<file path="config.mk">
export PLATFORM = sky130hd
export DESIGN_NAME = id_stage
export DESIGN_NICKNAME = d
export VERILOG_FILES = /design/src/rtl/id_stage.sv
export SDC_FILE = /design/constraint.sdc
export NUM_CORES = 1
export LEC_CHECK = 0
export BUFFER_PORTS_ARGS = -buffer_cell sky130_fd_sc_hd__buf_2
export CORE_AREA = 2 2 144 146
export DETAILED_ROUTE_END_ITERATION = 8
export DIE_AREA = 0 0 146 148
export PLACE_DENSITY = 0.73
export RECOVER_POWER = 50
export SYNTH_ARGS = -nofsm -noshare
export SYNTH_HDL_FRONTEND = slang
export SYNTH_SLANG_ARGS = --single-unit
</file>
<file path="constraint.sdc">
create_clock -name clk -period 5.9 [get_ports clk]
set_input_delay 0.295 -clock clk [delete_from_list [all_inputs] [get_ports clk]]
set_output_delay 0.295 -clock clk [all_outputs]
set_load 0.02 [all_outputs]
</file>
<file path="src/rtl/id_stage.sv">
// Decode stage: predicts JAL and backward branches (BTFN), detects load-use hazards,
// reads the regfile with writeback bypass and registers the decoded bundle for EX.
module id_stage #(
    parameter logic [31:0] NOP_INST = 32'h0000_0013,
    parameter bit          BTFN_EN  = 1'b1
) (
    input  logic        clk,
    input  logic        rst,
    input  logic [31:0] id_pc,
    input  logic [31:0] imem_dout,
    input  logic        ex_br_mispred,
    input  logic        wb_we,
    input  logic [4:0]  wb_rd,
    input  logic [31:0] wb_data,
    output logic [4:0]  rf_ra1,
    output logic [4:0]  rf_ra2,
    input  logic [31:0] rf_rd1,
    input  logic [31:0] rf_rd2,
    output logic        id_stall,
    output logic        id_target_taken,
    output logic [31:0] id_target,
    output logic        ex_valid,
    output logic [31:0] ex_pc,
    output logic [31:0] ex_inst,
    output logic [31:0] ex_rs1_data,
    output logic [31:0] ex_rs2_data,
    output logic [31:0] ex_imm,
    output logic        ex_pred_taken
);
    localparam logic [6:0] OPC_LUI    = 7'b0110111;
    localparam logic [6:0] OPC_AUIPC  = 7'b0010111;
    localparam logic [6:0] OPC_JAL    = 7'b1101111;
    localparam logic [6:0] OPC_JALR   = 7'b1100111;
    localparam logic [6:0] OPC_BRANCH = 7'b1100011;
    localparam logic [6:0] OPC_LOAD   = 7'b0000011;
    localparam logic [6:0] OPC_STORE  = 7'b0100011;
    localparam logic [6:0] OPC_OP_IMM = 7'b0010011;
    localparam logic [6:0] OPC_OP     = 7'b0110011;

    logic        id_valid_q;
    logic        id_live;
    logic [6:0]  opcode;
    logic [4:0]  rs1;
    logic [4:0]  rs2;
    logic [4:0]  ex_rd;
    logic        uses_rs1;
    logic        uses_rs2;
    logic        is_jal;
    logic        is_branch;
    logic        ex_is_load;
    logic [31:0] imm_i;
    logic [31:0] imm_s;
    logic [31:0] imm_b;
    logic [31:0] imm_u;
    logic [31:0] imm_j;
    logic [31:0] imm_sel;
    logic [31:0] rs1_data;
    logic [31:0] rs2_data;

    assign opcode = imem_dout[6:0];
    assign rs1    = imem_dout[19:15];
    assign rs2    = imem_dout[24:20];
    assign rf_ra1 = rs1;
    assign rf_ra2 = rs2;
    assign ex_rd  = ex_inst[11:7];

    assign id_live    = id_valid_q & ~ex_br_mispred;
    assign is_jal     = (opcode == OPC_JAL);
    assign is_branch  = (opcode == OPC_BRANCH);
    assign ex_is_load = (ex_inst[6:0] == OPC_LOAD);
    assign uses_rs1   = (opcode != OPC_LUI) && (opcode != OPC_AUIPC) && (opcode != OPC_JAL);
    assign uses_rs2   = is_branch || (opcode == OPC_STORE) || (opcode == OPC_OP);

    assign imm_i = {{20{imem_dout[31]}}, imem_dout[31:20]};
    assign imm_s = {{20{imem_dout[31]}}, imem_dout[31:25], imem_dout[11:7]};
    assign imm_b = {{19{imem_dout[31]}}, imem_dout[31], imem_dout[7],
                    imem_dout[30:25], imem_dout[11:8], 1'b0};
    assign imm_u = {imem_dout[31:12], 12'b0};
    assign imm_j = {{11{imem_dout[31]}}, imem_dout[31], imem_dout[19:12],
                    imem_dout[20], imem_dout[30:21], 1'b0};

    always_comb begin
        imm_sel = 32'b0;
        case (opcode)
            OPC_LOAD, OPC_OP_IMM, OPC_JALR: imm_sel = imm_i;
            OPC_STORE:                      imm_sel = imm_s;
            OPC_BRANCH:                     imm_sel = imm_b;
            OPC_LUI, OPC_AUIPC:             imm_sel = imm_u;
            OPC_JAL:                        imm_sel = imm_j;
            default:                        imm_sel = 32'b0;
        endcase
    end

    // The load in EX only blocks an operand this instruction actually reads.
    assign id_stall = id_live & ex_valid & ex_is_load & (ex_rd != 5'd0)
                    & ((uses_rs1 & (ex_rd == rs1)) | (uses_rs2 & (ex_rd == rs2)));

    assign id_target_taken = id_live & ~id_stall
                           & (is_jal | (BTFN_EN & is_branch & imm_b[31]));
    assign id_target       = id_pc + (is_jal ? imm_j : imm_b);

    always_comb begin
        rs1_data = rf_rd1;
        if (rs1 == 5'd0) begin
            rs1_data = 32'b0;
        end else if (wb_we && (wb_rd == rs1)) begin
            rs1_data = wb_data;
        end
    end

    always_comb begin
        rs2_data = rf_rd2;
        if (rs2 == 5'd0) begin
            rs2_data = 32'b0;
        end else if (wb_we && (wb_rd == rs2)) begin
            rs2_data = wb_data;
        end
    end

    always_ff @(posedge clk) begin
        if (rst) begin
            id_valid_q    <= 1'b0;
            ex_valid      <= 1'b0;
            ex_pc         <= 32'b0;
            ex_inst       <= NOP_INST;
            ex_rs1_data   <= 32'b0;
            ex_rs2_data   <= 32'b0;
            ex_imm        <= 32'b0;
            ex_pred_taken <= 1'b0;
        end else begin
            id_valid_q <= 1'b1;
            if (!id_live || id_stall) begin
                ex_valid      <= 1'b0;
                ex_inst       <= NOP_INST;
                ex_pred_taken <= 1'b0;
            end else begin
                ex_valid      <= 1'b1;
                ex_pc         <= id_pc;
                ex_inst       <= imem_dout;
                ex_rs1_data   <= rs1_data;
                ex_rs2_data   <= rs2_data;
                ex_imm        <= imm_sel;
                ex_pred_taken <= id_target_taken;
            end
        end
    end
endmodule
</file>
* Word-level counts from Yosys, hierarchy flattened
Index checks and enable logic that the tools add are counted.
** Operators by class
- $add $sub $neg :: 1
- Eq/ne operators :: 17
- Mux-type cells :: 8
- Bitwise logic cells :: 14
- Reductions and logical operators :: 14
** Operators with widths (number)
- 32-bit case mux with 5 select lines :: 1
- 32-bit two-way mux :: 4
- 32-bit adder :: 1
- 7-bit by 6-bit == test with 1-bit output, second input constant :: 3
- 7-bit == test, second input constant :: 3
- 5-bit == test :: 4
- 20-bit two-way mux :: 1
- 7-bit by 2-bit == test with 1-bit output, second input constant :: 2
- 7-bit by 5-bit == test with 1-bit output, second input constant :: 2
- 1-bit bitwise AND :: 10
- 5-bit zero test :: 2
- 7-bit by 5-bit inequality test with 1-bit output, second input constant :: 1
- 7-bit by 6-bit inequality test with 1-bit output, second input constant :: 1
- 7-bit inequality test, second input constant :: 1
- 5-bit nonzero test :: 1
- 1-bit logical AND :: 4
- 2-bit OR reduction :: 2
- 1-bit logical OR :: 3
- 3-bit OR reduction :: 1
- 1-bit two-way mux :: 2
- 1-bit NOT :: 2
- 1-bit bitwise OR :: 2
- 1-bit zero test :: 1
** Storage, ports and cells
- Register bits after elaboration :: 163
- Bits of input ports :: 169
- Output and inout bits :: 206
- Logic and storage cells :: 62

* Longest topological paths before layout
Gate-level depths: netlist (run 1).
- Word-level depth :: 9
- Gate-level depth with buffers :: 15
- Mapped depth without buffers :: 14

* Worst setup path before layout (run 1)
Ideal clock, no wire load.
- Path kind :: input port to output port
- Start :: input imem_dout[4]
- End :: output id_target[31]
- Data arrival time :: 3.623 ns
- Data required time :: 5.605 ns
- Setup slack :: 1.982 ns
- Stages on the path :: 15
- Buffers on the path :: 1
- Path through :: nand4b_2 -> nor2_1 -> clkbuf_1 -> mux2_2 -> ha_1 -> inv_1 -> fa_1 -> nor2b_1 -> o31a_1 -> o31a_1 -> o21ai_2 -> nor3_1 -> a311oi_2 -> o21ai_1 -> xnor2_1
** On the way
- Longest elaborated chain between the ends :: 3
** Ends and longest elaborated chain
- from (decl) :: RTL line 10 : input logic [31:0] imem_dout,
- 7-bit == test :: RTL line 68 : assign is_jal = (opcode == OPC_JAL);
- 20-bit two-way mux :: RTL line 100 : assign id_target = id_pc + (is_jal ? imm_j : imm_b);
- 32-bit adder :: RTL line 100
- to (decl) :: RTL line 21 : output logic [31:0] id_target,
Every way passes these cells.

==> results.cfg, run 1 <==
[worst_setup_path]
slowest_delay_ps = 2260
start_kind = input port
slowest_stage = clkbuf_1
crit_arrival_ps = 4600
cp.required_ps = 6170
path_delay_family = buffers and inverters
end_kind = flip-flop
crit_type = input port to flip-flop
crit_path_cell_trace = buf_2, clkbuf_1, clkinv_2, buf_4, nand3_1, o31ai_2
cp_max_fo = 89
path_buf_inv = 4

[route]
vias = 8573
drt-vias-per-instance = 5.43
drtIter0Drc = 504
final_antenna_net_count = 0
drc = 0
finalWirelength_mm = 30.3
dr.pass1.iters = 4
routedWlPerCell_microns = 19.2

[finish]
nets = 1494
layout-drive-gt1-share_pct = 21.6
area_growth_syn_to_layout_pct = 24.9
instances_no_fill = 1578
design_area_sq_mm = 0.0108

[timing]
setup_viol = 0
tns_ps = 0
drv_slew = 67
worst_pin_slew_ps = 3210
min_period_ps = 4320
slew-limit-headroom_pct = -114
rsz0062_at_grt = no
max_freq_mhz = 231
finalClockSkew_ps = 20.5
hold_viol = 0
finalCritPeriodShare_pct = 73.3

[clock_tree]
clk_path_buf_depth = 2
postCtsSetupBuffers = 0
insertion_delay_ps = 430
cts_tree = done
hold_buffers = 0
cts.sinks = 163
cts.clk_slew.worst_paths_ps = 70
cts_resized = 0
htree_levels = 4
cts_inserted_buffers = 17
root_buffer = clkbuf_16

[global_route]
grt_antenna_before_repair = 5
grt_usage_pct = 27.1
grt_pass1_wl_mm = 46.1
grt_pass1_vias = 8235
grt_max_degree = 90
overflow = 0

[run]
cap_violations = 1

[logic_synthesis]
synth_edf_count = 0
ys_ff_latch = 163
yosys_warnings = 0
syn_inst = 980
synth_flop_cell = dfxtp_1
syn_area_sq_mm = 0.00865
synth_top_area_cell = dfxtp_1
yosysMostFrequentCell = dfxtp_1
synthTopCellsByCount = 163 x dfxtp_1, 99 x nand2_1, 82 x nand3_1
yosysSeqAreaShare_pct = 37.7
ys_async_sr_fraction_pct = 0
netlist.area_leader.share_pct = 37.7
synth_fp_nets = 1183
synth.area.top_cells = dfxtp_1 38%, mux2i_1 7.4%, ha_1 4.8%
syn_area_per_cell_sq_um = 8.82
synth_cell_types = 57

[floorplanning]
fp-row-count = 52
die_y_microns = 148
core_sq_mm = 0.0200
start_util_pct = 43.2
io_pins = 375
dieArea_sq_mm = 0.0216
die_x_microns = 146

[placement]
place_area_sq_mm = 0.0105
place_inst = 1542
hpwl_mm = 22.6
port_buffers = 374
place.gp.congestion = 0.962

[worst_hold_path]
hold_class = input port to flip-flop

[pwr]
powerDensity_mw_per_mm2 = 271
ir_worst_vdd_v = 0.000185
p_leak_uw = 0.00439

[outcome]
violations = max-capacitance violations, max-slew violations
status = finished, violations left
[cell type report]
class	count	area, sq um
Clock inverter	13	119
Inverter	10	38.8
Timing Repair Buffer	383	1720
Tap cell	270	338
Fill cell	1990	9240
Antenna cell	5	12.5
Sequential cell	163	3260
Clock buffer	18	439
Multi-Input combinational cell	716	4870
[metal layers]
layer / wire length [microns] / track usage (%)
met1: 12100 / 32.3
met2: 14700 / 45.2
met3: 2470 / 7.41
met4: 1150 / 13.2
met5: 0 / 0
[sequential cells by signal, indices dropped and copies added (netlist names)]
signal	cells
id_valid_q	1
ex_pred_taken	1
ex_pc	32
ex_imm	32
ex_rs2_data	32
ex_valid	1
ex_rs1_data	32
ex_inst	32
[where the power goes]
group,internal [uW],switching [uW],total (uW)
Sequential,1150,24.9,1170
Clock,562,503,1070
Combinational,238,447,684
[cells by family (layout without fill, tap and decap cells)]
logic type | count (synthesis) | after routing | synth area share (%)
simple gates | 331 | 331 | 18.5
compound gates | 235 | 235 | 19.8
flops | 163 | 163 | 37.7
buf+inv | 101 | 424 | 6.15
mux | 68 | 68 | 7.93
xor+xnor | 48 | 48 | 4.86
fa+ha+maj | 34 | 34 | 5.01
other cells | 0 | 5 | 0
[path summary, 6_finish.rpt]
check | to | slack, ps | cells past startpoint | start
worst min register to register | ex_pc[31] | 460 | 2 | ex_pc[31]
worst max-delay path | ex_rs1_data[27] | 1580 | 6 | rst
worst min-delay path | ex_inst[0] | 90 | 2 | imem_dout[0]
worst max register to register | ex_rs1_data[27] | 3040 | 9 | ex_inst[7]
[cells in the final DEF (no fill, tap or decap), types with 17 or more instances in the layout]
| cell type | instances |
|---|---|
| buf_2 | 201 |
| clkbuf_1 | 174 |
| dfxtp_1 | 163 |
| nand2_1 | 99 |
| nand3_1 | 82 |
| mux2i_1 | 64 |
| a21oi_1 | 63 |
| nor2_1 | 44 |
| o31ai_1 | 44 |
| and3_1 | 34 |
| ha_1 | 33 |
| xnor2_1 | 31 |
| nor3_1 | 31 |
| a211oi_1 | 22 |
| a21o_1 | 20 |
| o31ai_2 | 20 |
| xor2_1 | 17 |
| clkbuf_16 | 17 |
[through the flow]
step / power [uW] / setup WS, ps / hold slack (ps) / util (%)
6_report: 2920 / 1580 / 88.7 / 53.9
4_1_cts: 2950 / 1780 / 80.1 / 54.9
2_1_floorplan: 1640 / 1980 / 399 / -
3_3_place_gp: 1880 / 1880 / 439 / 52.2
5_1_grt: 3050 / 1330 / 88.9 / 53.9
3_5_place_dp: 1890 / 1810 / 443 / 52.2
No activity file was read; power rests on OpenSTA's default activity.
==> run 2: changes to the inputs <==
- CORE_AREA: 2 2 144 146 -> default
- CORE_MARGIN: default -> 2
- CORE_UTILIZATION: default -> 44
- DIE_AREA: 0 0 146 148 -> default
- PLACE_DENSITY: 0.73 -> 0.77
- clock period: 5.9 -> 3.5 ns (I/O delays scaled with it)
==> run 2 against run 1 <==
The run now ends clean. Via count increased by 4.2%. Clock power is 80% higher. Die area down 3.8%. Global-route usage up 1.3 points. Critical path depth increased by 11. Critical path type is now input port to output pin.
==> results.cfg, run 2 (synthesis gave the netlist of run 1 again) <==
[outcome]
status = complete, no violations

[timing]
slew-limit-headroom_pct = 13.6
finalClockSkew_ps = 10.4
hold_viol = 0
finalCritPeriodShare_pct = 96.9
worst_pin_slew_ps = 1290
setup_slack_ps = 107
setup_viol = 0
max_freq_mhz = 295
drv_slew = 0
min_period_ps = 3390

[floorplanning]
fp-row-count = 51
dieArea_sq_mm = 0.0208
die_x_microns = 144
die_y_microns = 144
core_sq_mm = 0.0194
io_pins = 375
start_util_pct = 44.6

[worst_setup_path]
cp_max_fo = 3
r2r_slack_ps = 1240
crit_arrival_ps = 3220
slowest_stage = mux2_2
path_delay_family = compound AO/OA/AOI/OAI gates
crit_path_cell_trace = buf_2, nand4b_4, nor2_4, mux2_2, ha_1, inv_2, fa_2, nor2b_2, o31a_1, o31a_1, o21ai_2, nor3_2, a311oi_2, buf_4, buf_4, xnor2_1, buf_2
cp.required_ps = 3320
slowest_delay_ps = 360
start_kind = input port
path_buf_inv = 5
end_kind = output pin
crit_type = input port to output pin

[route]
vias = 8934
drtIter0Drc = 529
drc = 0
dr.pass1.iters = 5
drt-vias-per-instance = 5.51
final_antenna_net_count = 0
routedWlPerCell_microns = 19.4
finalWirelength_mm = 31.5

[global_route]
grt_antenna_before_repair = 9
grt_max_degree = 157
grt_pass1_vias = 8179
overflow = 0
grt_pass1_wl_mm = 45.2
grt_usage_pct = 28.4

[pwr]
p_sw_share_pct = 32.2
pwr-share-seq_pct = 38.5
power.internal_uw = 3480
p_sw_uw = 1660
p_total_uw = 5140
p_comb_share_pct = 24.0
powerDensity_mw_per_mm2 = 452
p_leak_uw = 0.00467
ir_worst_vdd_v = 0.000316
clkPwrFrac_pct = 37.5

[placement]
dpl_worst_slack_ps = -66.0
place.gp.congestion = 0.954
hpwl_mm = 23.3
port_buffers = 374

[finish]
layout-drive-gt1-share_pct = 24.3
fillers = 1807
nets = 1537
area_growth_syn_to_layout_pct = 31.4
final_common_cell = buf_2
final_cell_mix = 202 x buf_2, 173 x clkbuf_1, 163 x dfxtp_1

[clock_tree]
htree_levels = 4
cts_inserted_buffers = 17
cts_tree = done
insertion_delay_ps = 420
cts.sinks = 163
root_buffer = clkbuf_16
clk_path_buf_depth = 2
cts.clk_slew.worst_paths_ps = 70

[run]
cap_violations = 0

[worst_hold_path]
hold_class = input port to flip-flop
[run 2: cell types whose count changed in the layout (fill, tap and decap cells not counted), moves of 3 or more]
cell / before / now
buf_12: 0 / 5
diode_2: 5 / 8
o21ai_1: 4 / 0
o21ai_2: 4 / 8
buf_4: 8 / 31
dlygate4sd3_1: 0 / 15
[run 2: worst reg2reg max path: cells and delay by family (launching register included)]
family | cells | cell delay, ps
xor gates and xnor gates | 1 | 150
and+or+nand+nor | 4 | 830
DFF | 1 | 440
buffers and inverters | 1 | 490
AOI/OAI and AO/OA | 2 | 260
[run 2: power groups by stage]
stage                     Combinational (uW)  Clock [uW]  Sequential [uW]
after CTS                               1230        1960             1980
after floorplan                          656           0             2120
after global routing                    1320        2030             1990
final                                   1230        1930             1980
after global placement                  1200           0             2010
after detailed placement                1210           0             2020
[run 2: timing repair]
| item | CTS | global route |
|---|---|---|
| setup endpoints to repair | 6 | 10 |
| hold endpoints to repair | 15 | 0 |
| pin swaps | 2 | 6 |
| gates resized for setup | 1 | 17 |
| buffers inserted | 1 | 1 |
| hold buffers | 15 | 0 |
| cloned | 0 | 0 |
[run 2: through the flow]
step	setup TNS, ps	instance area, sq um	hold WS (ps)	cells	utilization [%]
after detailed placement	-142	10700	401	1563	55.3
after global routing	-26.7	11400	2.22	1620	58.6
after floorplan	0	8670	279	980	-
final	0	11400	17.0	1620	58.6
after global placement	0	10700	402	1563	55.3
after CTS	0	11500	1.86	1611	59.3
[run 2: area by class of cell]
class / count / area [sq um] / area share, %
sequential: 163 / 3260 / 28.7
multi-input combinational: 716 / 4960 / 43.7
antenna: 8 / 20.0 / 0.176
timing repair buffer: 426 / 2140 / 18.9
tap: 265 / 332 / 2.92
inverter: 10 / 37.5 / 0.330
clock buffer: 18 / 439 / 3.86
clock inverter: 14 / 166 / 1.46
[run 2: metal layers]
| metal | part of all wire (%) | vias up | wire, microns | global-route usage (%) |
|---|---|---|---|---|
| li1 | - | 4255 | - | - |
| met1 | 40 | 4197 | 12500 | 33.8 |
| met2 | 48 | 409 | 15100 | 47.0 |
| met3 | 8.2 | 71 | 2590 | 7.91 |
| met4 | 3.8 | 2 | 1210 | 14.4 |
| met5 | 0.041 | - | 13 | 0 |
[run 2: path summary, 6_finish.rpt]
path | start | endpoint | cells past startpoint
worst max register to register | ex_inst[7] | ex_rs2_data[25] | 8
worst min register to register | ex_imm[31] | ex_imm[31] | 2
worst max-delay path | imem_dout[4] | id_target[23] | 17
worst min-delay path | id_pc[24] | ex_pc[24] | 3
==> run 3: changes to the inputs <==
- CORE_AREA: default -> 2 2 146 148
- CORE_MARGIN: 2 -> default
- CORE_UTILIZATION: 44 -> default
- DIE_AREA: default -> 0 0 148 150
- PLACE_DENSITY: 0.77 -> 0.71
- clock period: 3.5 -> 3.7 ns (I/O delays scaled with it)
==> run 3 against run 2 <==
The run now ends with max-capacitance violations, max-slew violations left. Register-to-register slack worse by 50 ps. Combinational power is 9.8% lower. Sequential power down 6%. First-iteration DRC count did not move. Count of clock-buffer cells in the layout unchanged. Cell count decreased by 1.3%. Clock skew grew 1.9 ps. Final area fell by 3.2%. Global-route usage shrank 2.7 points. Die area increased by 6.8%. Power shrank 8.8%. Critical endpoint is now id_target[27]. Highest routed layer is now met4.
==> results.cfg, run 3 (synthesis gave the netlist of run 1 again) <==
[outcome]
status = finished, violations left
violations = max-capacitance violations, max-slew violations

[route]
dr.pass1.iters = 8
finalWirelength_mm = 29.7
drtIter0Drc = 529
final_antenna_net_count = 0
vias = 8615
drc = 0
routedWlPerCell_microns = 18.6
drt-vias-per-instance = 5.39

[finish]
final_cell_mix = 201 x buf_2, 175 x clkbuf_1, 163 x dfxtp_1
nets = 1512
area_growth_syn_to_layout_pct = 27.2
final_common_cell = buf_2
utilization_pct = 53.2
layout-drive-gt1-share_pct = 22.5

[worst_setup_path]
end_kind = output pin
start_kind = input port
startpoint = imem_dout[4]
cp.required_ps = 3510
r2r_slack_ps = 1190
crit_arrival_ps = 3380
cp_max_fo = 5
crit_type = input port to output pin
rr_startpoint = ex_inst[11]

[global_route]
grt_pass1_wl_mm = 44.9
grt_max_degree = 94
grt_antenna_before_repair = 3
grt_usage_pct = 25.7
grt_pass1_vias = 8101
overflow = 0

[clock_tree]
cts.clk_slew.worst_paths_ps = 70
htree_levels = 4
root_buffer = clkbuf_16
cts_tree = done
clk_path_buf_depth = 2
cts_inserted_buffers = 17
cts.sinks = 163
insertion_delay_ps = 420

[pwr]
ir_worst_vdd_v = 0.000302
p_leak_uw = 0.00450
p_total_uw = 4690
powerDensity_mw_per_mm2 = 426

[floorplanning]
die_y_microns = 150
io_pins = 375
core_sq_mm = 0.0207
start_util_pct = 41.8
dieArea_sq_mm = 0.0222
fp-row-count = 53
die_x_microns = 148

[placement]
dpl_worst_slack_ps = -42.9
port_buffers = 374
place.gp.congestion = 0.950
hpwl_mm = 22.7

[worst_hold_path]
hp-start = id_pc[5]
hold_class = input port to flip-flop

[timing]
hold_viol = 0
slew-limit-headroom_pct = -50.2
worst_pin_slew_ps = 2250
drv_slew = 118
setup_viol = 0
finalCritPeriodShare_pct = 96.3
finalClockSkew_ps = 12.4
min_period_ps = 3560
tns_ps = 0
setup_slack_ps = 137
max_freq_mhz = 281
rsz0062_at_grt = yes

[run]
cap_violations = 3
run 3: cell type report:
| type | count | area (sq um) |
|---|---|---|
| Antenna cell | 2 | 5.00 |
| Clock buffer | 18 | 429 |
| Clock inverter | 14 | 141 |
| Fill cell | 2033 | 9690 |
| Inverter | 10 | 37.5 |
| Multi-Input combinational cell | 716 | 4890 |
| Sequential cell | 163 | 3260 |
| Tap cell | 275 | 344 |
| Timing Repair Buffer | 401 | 1890 |
run 3: report_power, final:
part	switching [uW]	leakage (uW)	internal (uW)	total (uW)
Sequential	40.2	0.00133	1830	1870
Clock	811	0.000270	896	1710
Combinational	714	0.00289	396	1110
run 3: worst paths after layout:
| kind | to | cells past startpoint |
|---|---|---|
| worst max-delay path | id_target[27] | 17 |
| worst min-delay path | ex_pc[5] | 3 |
| worst max register to register | ex_rs1_data[12] | 9 |
| worst min register to register | ex_pc[31] | 2 |
run 3: timing repair:
item,in CTS,in global routing
setup buffers,0,2
endpoints found under the hold margin,3,0
endpoints found under the setup margin,3,7
hold buffers,3,0
pin swaps,0,1
gates resized for setup,1,4
run 3: layer usage:
layer	GRT usage [%]	share of wire, %	up-vias
li1	-	-	4215
met3	5.15	6.6	42
met2	44.4	49	353
met1	31.8	42	4005
met4	9.14	2.6	0
met5	0	0	-
run 3: worst max-delay path, stage by stage:
cell,delay (ps)
buf_2,110
nand4b_2,290
nor2_4,210
mux2_2,370
ha_1,190
inv_1,70
fa_1,200
nor2b_1,70
o31a_1,260
o31a_1,290
o21ai_2,210
nor3_2,90
a311oi_2,260
buf_4,170
o21bai_1,90
xor2_1,140
buf_2,180
run 3: per-stage QoR:
stage | hold WS, ps | std cells | instance area [sq um]
detailed placement | 442 | 1560 | 10600
global placement | 436 | 1560 | 10600
global route | 11.8 | 1599 | 11000
CTS | 3.56 | 1595 | 11200
floorplan | 289 | 980 | 8650
finish | 17.1 | 1599 | 11000
